===== config.mk =====
export PLATFORM = sky130hd
export DESIGN_NAME = sc_statemachine_frog
export DESIGN_NICKNAME = d
export VERILOG_FILES = /design/src/rtl/frog_pkg.sv /design/src/rtl/sc_counter_frogrow.sv /design/src/rtl/sc_statemachine_frog.sv
export SDC_FILE = /design/constraint.sdc
export NUM_CORES = 1
export LEC_CHECK = 0
export BUFFER_PORTS_ARGS = -buffer_cell sky130_fd_sc_hd__buf_2
export CORE_ASPECT_RATIO = 0.75
export CORE_MARGIN = 10
export CORE_UTILIZATION = 50
export DETAILED_ROUTE_END_ITERATION = 7
export PLACE_DENSITY = 0.81
export SYNTH_ARGS = -nofsm -noshare
export SYNTH_HDL_FRONTEND = slang
export SYNTH_HIERARCHICAL = 1
export SYNTH_SLANG_ARGS = --single-unit

===== constraint.sdc =====
create_clock -name SC_STATEMACHINEFROG_CLOCK_50 -period 3.1 [get_ports SC_STATEMACHINEFROG_CLOCK_50]
set_input_delay 0.62 -clock SC_STATEMACHINEFROG_CLOCK_50 [delete_from_list [all_inputs] [get_ports SC_STATEMACHINEFROG_CLOCK_50]]
set_output_delay 0.62 -clock SC_STATEMACHINEFROG_CLOCK_50 [all_outputs]
set_load 0.02 [all_outputs]

===== src/rtl/frog_pkg.sv =====
// ---------------------------------------------------------------------------
// frog_pkg
// Shared definitions for the frog-movement controller:
//   - FSM state encoding (STATE_INIT..STATE_OVER) and the state_t enum
//   - shiftselection codes for the point-type register
//   - default playfield rows and starting lives
//   - saturating level increment helper
// No ports (package).
// ---------------------------------------------------------------------------
package frog_pkg;

   localparam logic [2:0] STATE_INIT    = 3'd0;
   localparam logic [2:0] STATE_PLAY    = 3'd1;
   localparam logic [2:0] STATE_RELEASE = 3'd2;
   localparam logic [2:0] STATE_HIT     = 3'd3;
   localparam logic [2:0] STATE_WIN     = 3'd4;
   localparam logic [2:0] STATE_OVER    = 3'd5;

   typedef enum logic [2:0] {
      ST_INIT    = STATE_INIT,
      ST_PLAY    = STATE_PLAY,
      ST_RELEASE = STATE_RELEASE,
      ST_HIT     = STATE_HIT,
      ST_WIN     = STATE_WIN,
      ST_OVER    = STATE_OVER
   } state_t;

   localparam logic [1:0] SHIFT_LEFT  = 2'b01;
   localparam logic [1:0] SHIFT_RIGHT = 2'b10;
   localparam logic [1:0] SHIFT_HOLD  = 2'b00;

   localparam int DEFAULT_ROWS  = 12;
   localparam int DEFAULT_LIVES = 3;

   function automatic logic [3:0] level_inc(input logic [3:0] lvl);
      return (lvl == 4'hF) ? lvl : lvl + 4'd1;
   endfunction

endpackage


===== src/rtl/sc_counter_frogrow.sv =====
// ---------------------------------------------------------------------------
// sc_counter_frogrow
// Frog row up/down counter. Clear has priority over inc, inc over dec.
// Counting saturates at row 0 and at row ROWS-1.
// Ports:
//   clk_sys       in   clock
//   rst           in   asynchronous active-high reset (row -> 0)
//   clr/inc/dec   in   row to 0 / row+1 / row-1
//   row           out  current row
//   at_floor      out  row == 0
//   at_ceiling    out  row == ROWS-1 (goal row)
//   near_ceiling  out  row == ROWS-2 (next up reaches the goal)
// ---------------------------------------------------------------------------
module sc_counter_frogrow
   import frog_pkg::*;
#(
   parameter int ROW_WIDTH = 4,
   parameter int ROWS      = DEFAULT_ROWS
) (
   input  logic                 clk_sys,
   input  logic                 rst,
   input  logic                 clr,
   input  logic                 inc,
   input  logic                 dec,
   output logic [ROW_WIDTH-1:0] row,
   output logic                 at_floor,
   output logic                 at_ceiling,
   output logic                 near_ceiling
);

   logic [ROW_WIDTH-1:0] row_q, row_d;

   assign at_floor     = (row_q == '0);
   assign at_ceiling   = (row_q == ROW_WIDTH'(ROWS - 1));
   assign near_ceiling = (row_q == ROW_WIDTH'(ROWS - 2));
   assign row          = row_q;

   always_comb begin
      row_d = row_q;
      if (clr) begin
         row_d = '0;
      end else if (inc && !at_ceiling) begin
         row_d = row_q + 1'b1;
      end else if (dec && !at_floor) begin
         row_d = row_q - 1'b1;
      end
   end

   always_ff @(posedge clk_sys or posedge rst) begin
      if (rst) begin
         row_q <= '0;
      end else begin
         row_q <= row_d;
      end
   end

endmodule


===== src/rtl/sc_statemachine_frog.sv =====
// ---------------------------------------------------------------------------
// sc_statemachine_frog
// Frog-movement controller. Drives the active-low controls of the frog
// point-type register from buttons and game events, and owns the row,
// lives and level counters. All outputs are registered (Moore).
// Optional macro: FROG_AUTOREPEAT_EN -- auto-repeat of a held direction
// every REPEAT_TICKS clocks while waiting for release.
// Ports:
//   SC_STATEMACHINEFROG_CLOCK_50        in   clock
//   SC_STATEMACHINEFROG_RESET_InHigh    in   async active-high reset
//   *_left/right/up/down_InLow          in   debounced buttons, active low
//   *_start_InLow                       in   restart from game over
//   *_collision_InHigh                  in   frog overlaps an obstacle
//   *_point_InBUS                       in   point register value
//   *_clear/changeP/load0/load1_OutLow  out  register strobes, one clock
//   *_shiftselection_Out                out  01 left, 10 right, 00 hold
//   *_row_OutBUS / lives_OutBUS / level_OutBUS / gameover_OutHigh  out
//
// state   | meaning
// INIT    | clear register, reload row/lives/level
// PLAY    | waiting for a move or a collision
// RELEASE | move done, waiting for all direction buttons released
// HIT     | collision: respawn (load0) or run out of lives
// WIN     | goal reached: next-level spawn (load1), level+1
// OVER    | game over pattern shown, waiting for start
// ---------------------------------------------------------------------------
module sc_statemachine_frog
   import frog_pkg::*;
#(
   parameter int POINT_WIDTH  = 8,
   parameter int ROW_WIDTH    = 4,
   parameter int ROWS         = DEFAULT_ROWS,
   parameter int LIVES        = DEFAULT_LIVES,
   parameter int REPEAT_TICKS = 25_000_000
) (
   input  logic                   SC_STATEMACHINEFROG_CLOCK_50,
   input  logic                   SC_STATEMACHINEFROG_RESET_InHigh,
   input  logic                   SC_STATEMACHINEFROG_left_InLow,
   input  logic                   SC_STATEMACHINEFROG_right_InLow,
   input  logic                   SC_STATEMACHINEFROG_up_InLow,
   input  logic                   SC_STATEMACHINEFROG_down_InLow,
   input  logic                   SC_STATEMACHINEFROG_start_InLow,
   input  logic                   SC_STATEMACHINEFROG_collision_InHigh,
   input  logic [POINT_WIDTH-1:0] SC_STATEMACHINEFROG_point_InBUS,
   output logic                   SC_STATEMACHINEFROG_clear_OutLow,
   output logic                   SC_STATEMACHINEFROG_changeP_OutLow,
   output logic                   SC_STATEMACHINEFROG_load0_OutLow,
   output logic                   SC_STATEMACHINEFROG_load1_OutLow,
   output logic [1:0]             SC_STATEMACHINEFROG_shiftselection_Out,
   output logic [ROW_WIDTH-1:0]   SC_STATEMACHINEFROG_row_OutBUS,
   output logic [1:0]             SC_STATEMACHINEFROG_lives_OutBUS,
   output logic [3:0]             SC_STATEMACHINEFROG_level_OutBUS,
   output logic                   SC_STATEMACHINEFROG_gameover_OutHigh
);

   logic clk_sys, rst;
   assign clk_sys = SC_STATEMACHINEFROG_CLOCK_50;
   assign rst     = SC_STATEMACHINEFROG_RESET_InHigh;

   logic btn_up, btn_down, btn_left, btn_right, collision, start, any_btn;
   logic [3:0] btn_vec;
   assign btn_up    = ~SC_STATEMACHINEFROG_up_InLow;
   assign btn_down  = ~SC_STATEMACHINEFROG_down_InLow;
   assign btn_left  = ~SC_STATEMACHINEFROG_left_InLow;
   assign btn_right = ~SC_STATEMACHINEFROG_right_InLow;
   assign start     = ~SC_STATEMACHINEFROG_start_InLow;
   assign collision = SC_STATEMACHINEFROG_collision_InHigh;
   assign btn_vec   = {btn_up, btn_down, btn_left, btn_right};
   assign any_btn   = |btn_vec;

   // Wrap-around is blocked by looking only at the two edge columns.
   logic at_left_edge, at_right_edge;
   assign at_left_edge  = SC_STATEMACHINEFROG_point_InBUS[POINT_WIDTH-1];
   assign at_right_edge = SC_STATEMACHINEFROG_point_InBUS[0];
   logic unused_point;
   assign unused_point = ^SC_STATEMACHINEFROG_point_InBUS[POINT_WIDTH-2:1];

   state_t     state_q, state_d;
   logic       clear_q, clear_d;
   logic       changep_q, changep_d;
   logic       load0_q, load0_d;
   logic       load1_q, load1_d;
   logic [1:0] shift_q, shift_d;
   logic [1:0] lives_q, lives_d;
   logic [3:0] level_q, level_d;
   logic       gameover_q, gameover_d;

   logic row_clr, row_inc, row_dec;
   logic row_at_floor, row_at_ceiling, row_near_ceiling;
   logic [ROW_WIDTH-1:0] row;
   logic do_move, rep_fire;

   sc_counter_frogrow #(
      .ROW_WIDTH (ROW_WIDTH),
      .ROWS      (ROWS)
   ) u_row (
      .clk_sys      (clk_sys),
      .rst          (rst),
      .clr          (row_clr),
      .inc          (row_inc),
      .dec          (row_dec),
      .row          (row),
      .at_floor     (row_at_floor),
      .at_ceiling   (row_at_ceiling),
      .near_ceiling (row_near_ceiling)
   );

`ifdef FROG_AUTOREPEAT_EN
   logic [24:0] rep_cnt_q, rep_cnt_d;
   logic [3:0]  btn_prev_q;

   // Counts only while the exact same button set stays held in RELEASE;
   // any change of the set restarts the period.
   always_comb begin
      rep_fire  = 1'b0;
      rep_cnt_d = '0;
      if (state_q == ST_RELEASE && any_btn && btn_vec == btn_prev_q) begin
         if (rep_cnt_q == 25'(REPEAT_TICKS - 1)) begin
            rep_fire = 1'b1;
         end else begin
            rep_cnt_d = rep_cnt_q + 25'd1;
         end
      end
   end

   always_ff @(posedge clk_sys or posedge rst) begin
      if (rst) begin
         rep_cnt_q  <= '0;
         btn_prev_q <= '0;
      end else begin
         rep_cnt_q  <= rep_cnt_d;
         btn_prev_q <= btn_vec;
      end
   end
`else
   localparam int UNUSED_REPEAT_TICKS = REPEAT_TICKS;
   assign rep_fire = 1'b0;
`endif

   always_comb begin
      state_d   = state_q;
      clear_d   = 1'b1;
      changep_d = 1'b1;
      load0_d   = 1'b1;
      load1_d   = 1'b1;
      shift_d   = SHIFT_HOLD;
      lives_d   = lives_q;
      level_d   = level_q;
      row_clr   = 1'b0;
      row_inc   = 1'b0;
      row_dec   = 1'b0;
      do_move   = 1'b0;

      case (state_q)
         ST_INIT: begin
            clear_d = 1'b0;
            row_clr = 1'b1;
            lives_d = 2'(LIVES);
            level_d = 4'd0;
            state_d = ST_PLAY;
         end
         ST_PLAY: begin
            if (collision) begin
               state_d = ST_HIT;
            end else if (any_btn) begin
               do_move = 1'b1;
            end
         end
         ST_RELEASE: begin
            if (collision) begin
               state_d = ST_HIT;
            end else if (!any_btn) begin
               state_d = ST_PLAY;
            end else if (rep_fire) begin
               do_move = 1'b1;
            end
         end
         ST_HIT: begin
            row_clr = 1'b1;
            lives_d = lives_q - 2'd1;
            if (lives_q == 2'd1) begin
               changep_d = 1'b0;
               state_d   = ST_OVER;
            end else begin
               load0_d = 1'b0;
               state_d = ST_RELEASE;
            end
         end
         ST_WIN: begin
            load1_d = 1'b0;
            row_clr = 1'b1;
            level_d = level_inc(level_q);
            state_d = ST_RELEASE;
         end
         ST_OVER: begin
            if (start) begin
               state_d = ST_INIT;
            end
         end
         default: state_d = ST_INIT;
      endcase

      // Suppressed/ignored moves still end in RELEASE so a hold never
      // turns into a second move.
      if (do_move) begin
         state_d = ST_RELEASE;
         if (btn_up) begin
            row_inc = 1'b1;
            if (row_near_ceiling) begin
               state_d = ST_WIN;
            end
         end else if (btn_down) begin
            row_dec = 1'b1;
         end else if (btn_left) begin
            if (!at_left_edge) begin
               shift_d = SHIFT_LEFT;
            end
         end else if (btn_right) begin
            if (!at_right_edge) begin
               shift_d = SHIFT_RIGHT;
            end
         end
      end

      gameover_d = (state_d == ST_OVER);
   end

   always_ff @(posedge clk_sys or posedge rst) begin
      if (rst) begin
         state_q    <= ST_INIT;
         clear_q    <= 1'b1;
         changep_q  <= 1'b1;
         load0_q    <= 1'b1;
         load1_q    <= 1'b1;
         shift_q    <= SHIFT_HOLD;
         lives_q    <= 2'(LIVES);
         level_q    <= 4'd0;
         gameover_q <= 1'b0;
      end else begin
         state_q    <= state_d;
         clear_q    <= clear_d;
         changep_q  <= changep_d;
         load0_q    <= load0_d;
         load1_q    <= load1_d;
         shift_q    <= shift_d;
         lives_q    <= lives_d;
         level_q    <= level_d;
         gameover_q <= gameover_d;
      end
   end

   assign SC_STATEMACHINEFROG_clear_OutLow       = clear_q;
   assign SC_STATEMACHINEFROG_changeP_OutLow     = changep_q;
   assign SC_STATEMACHINEFROG_load0_OutLow       = load0_q;
   assign SC_STATEMACHINEFROG_load1_OutLow       = load1_q;
   assign SC_STATEMACHINEFROG_shiftselection_Out = shift_q;
   assign SC_STATEMACHINEFROG_row_OutBUS         = row;
   assign SC_STATEMACHINEFROG_lives_OutBUS       = lives_q;
   assign SC_STATEMACHINEFROG_level_OutBUS       = level_q;
   assign SC_STATEMACHINEFROG_gameover_OutHigh   = gameover_q;

endmodule


==> results.md <==
* Mean area per synthesized cell at 9.75 um^2
* Clk_lat worst skew at approximately 0.3 ns
* # port buffers at 26
* Die X at 74.4 um
* Fraction of layout cells with a size suffix above 1 at 27.5%
* Row count at 14
* Outcome: completed
* Vias per cell at between 5 and 6
* Worst min path class: input port to async pin
* Rel. slew slack at around three fifths
* I/O pin cnt at 33
* Clock root buffer: clkbuf_4
* Vias in the first global route at 910
* Post-Synthesis Net Count at 135
* Tcrit/Tclk final at around 83%
* YS warnings at 6
* Post-CTS Hold Buffers at 0
* Logic pwr share at a little under two fifths
* Via count at about 980
* Total grt overflow at 0
* DRT iter0 DRCs at ~130
* Crit path max fanout at 14
* Initial Utilization at a little over half
* Fillers at approximately 170
* Final Critical Period at between 2 and 3 ns
* Crit path DAT at 2.78 ns
* Drt total wl at around 2600 um
* Mapped Area at about 0.0011 mm^2
* RSZ-0062 raised after global routing: false
* R2R depth at 8
* Core area at a little over 0.002 mm^2
* Antenna diodes at 0
* Post-CTS setup buffers at 0
* Worst Setup SP: state_q[2]
* Sw Pwr at 0.331 mW
* Clock tree from TritonCTS: done
* Setup-failing EPs final at 0
* Total Power at 0.844 mW
* CTS resizes at 0
* Worst Setup Start Kind: flop
* Pin slew with the least headroom to its limit at just under 0.6 ns
* WL/cell at 15.5 um
* Maximum clock frequency at roughly 390 MHz
* Total die area at between 0.004 and 0.005 mm^2
* CP Capture Type: flop
* DP HPWL at ~1900 um
* Max VDD drop at 347 uV
* Final Hold Vio Count at 0
* Pleak at 0.640 nW
* PwrDens at 653 mW/mm^2
* Post-route ant nets at 0
* Worst Skew at between 0.01 and 0.015 ns
* Post-route cell area at around 0.0013 mm^2
* Max cap viols at 0
* Final Max Slew Viols at 0
* CP required at between 3 and 4 ns
* Chip Height at 60.8 um
* Reg power frac at 47.6%
* Largest net degree at the start of global routing at 17
* Sw frac at roughly two fifths
* Layout overhead on the synthesized area at 16.2%
* Post-Place Cell Area at between 0.001 and 0.0015 mm^2
* RR Startpoint: state_q[2]
* Worst-path clk slew at about 0.12 ns
* Global-route wire length before repair at roughly 4100 um
* Nets at between 150 and 200
* Cell-internal power at about 0.51 mW
* CTS Buf Count at 3
* Critical path type: flop to flop
* H-tree levels at 1
* Router iterations before antenna repair at 4
* Detailed-route DRC error count at 0
* Cell count after synthesis at between 100 and 150
* CTS Sinks at 20
* Global-route total usage across every layer at between 10 and 15%
* Initial antenna violation count at 0
* Clock power frac at 15.5%
* Setup tns final at 0 ns
* Final Wtd Congestion at 0.855
* Maximum buffer depth of the clock tree at 2
[final cells by class]
class                           instances  area [um^2]  area share (%)
Clock buffer                            4         26.3            2.03
Inverter                                9         33.8            2.62
Multi-Input combinational cell         82          556            43.0
Sequential cell                        20          508            39.3
Tap cell                               24         30.0            2.33
Timing Repair Buffer                   27          138            10.7
[worst max-delay path, stage by stage, from the launching register on]
cell and delay (ns):
dfrtp_1 0.53, nor4b_1 0.53, nor2b_1 0.23, nand2b_1 0.13
ha_1 0.35, a21oi_1 0.30, nand3_1 0.13, o211ai_1 0.20
a21oi_1 0.09
[final timing paths]
| kind | endpoint | slack [ns] |
|---|---|---|
| min in group SC_STATEMACHINEFROG_CLOCK_50 | SC_STATEMACHINEFROG_shiftselection_Out[0] | 0.45 |
| max in group asynchronous | state_q[0] | 2.34 |
| worst max-delay path | u_row/row[3] | 0.51 |
| worst max register to register | u_row/row[3] | 0.51 |
| worst min-delay path | u_row/row[3] | 0.18 |
| worst min register to register | SC_STATEMACHINEFROG_lives_OutBUS[1] | 0.53 |
[routing by layer]
metal  global-route usage, %  up-vias  wire (um)
li1                        -      474          -
met1                    14.7      475       1250
met2                    17.0       32       1120
met3                    4.89        2        195
met4                    1.88        0         13
met5                       0        -          0
[registers in the layout (all words and copies together) (netlist names)]
register                                cells
SC_STATEMACHINEFROG_changeP_OutLow          1
SC_STATEMACHINEFROG_clear_OutLow            1
SC_STATEMACHINEFROG_gameover_OutHigh        1
SC_STATEMACHINEFROG_level_OutBUS            4
SC_STATEMACHINEFROG_lives_OutBUS            2
SC_STATEMACHINEFROG_load0_OutLow            1
SC_STATEMACHINEFROG_load1_OutLow            1
SC_STATEMACHINEFROG_shiftselection_Out      2
state_q                                     3
u_row/row                                   4
[stage by stage]
stage | hold WS [ns] | setup WS, ns | cells | util (%)
finish | 0.181 | 0.513 | 166 | 62.5
global route | 0.195 | 0.312 | 166 | 62.5
CTS | 0.188 | 0.577 | 166 | 62.5
detailed placement | 0.512 | 0.432 | 162 | 61.2
global placement | 0.503 | 0.496 | 162 | 61.2
floorplan | 0.386 | 0.593 | 114 | -
[cell usage in the layout (no fill, tap or decap), types with 2 or more instances in the layout]
cell type and count:
nor2_1 5, a21oi_1 11, nand2b_1 2, ha_1 4
nor2b_1 2, nor3_1 3, nand2_1 8, dfstp_2 6
nand3_1 10, mux2i_1 3, a21o_1 3, o21bai_1 2
or3_1 3, buf_2 26, inv_1 9, nor4b_1 3
nand3b_1 2, clkbuf_4 3, nand4b_1 2, dfrtp_1 14
[power groups by stage]
stage	clock, mW	combinational [mW]	sequential [mW]
after global routing	0.140	0.350	0.414
final	0.131	0.311	0.402
after detailed placement	0	0.311	0.404
after floorplan	0	0.215	0.418
after global placement	0	0.302	0.400
after CTS	0.132	0.314	0.400
Power figures use the tool's default switching activity.
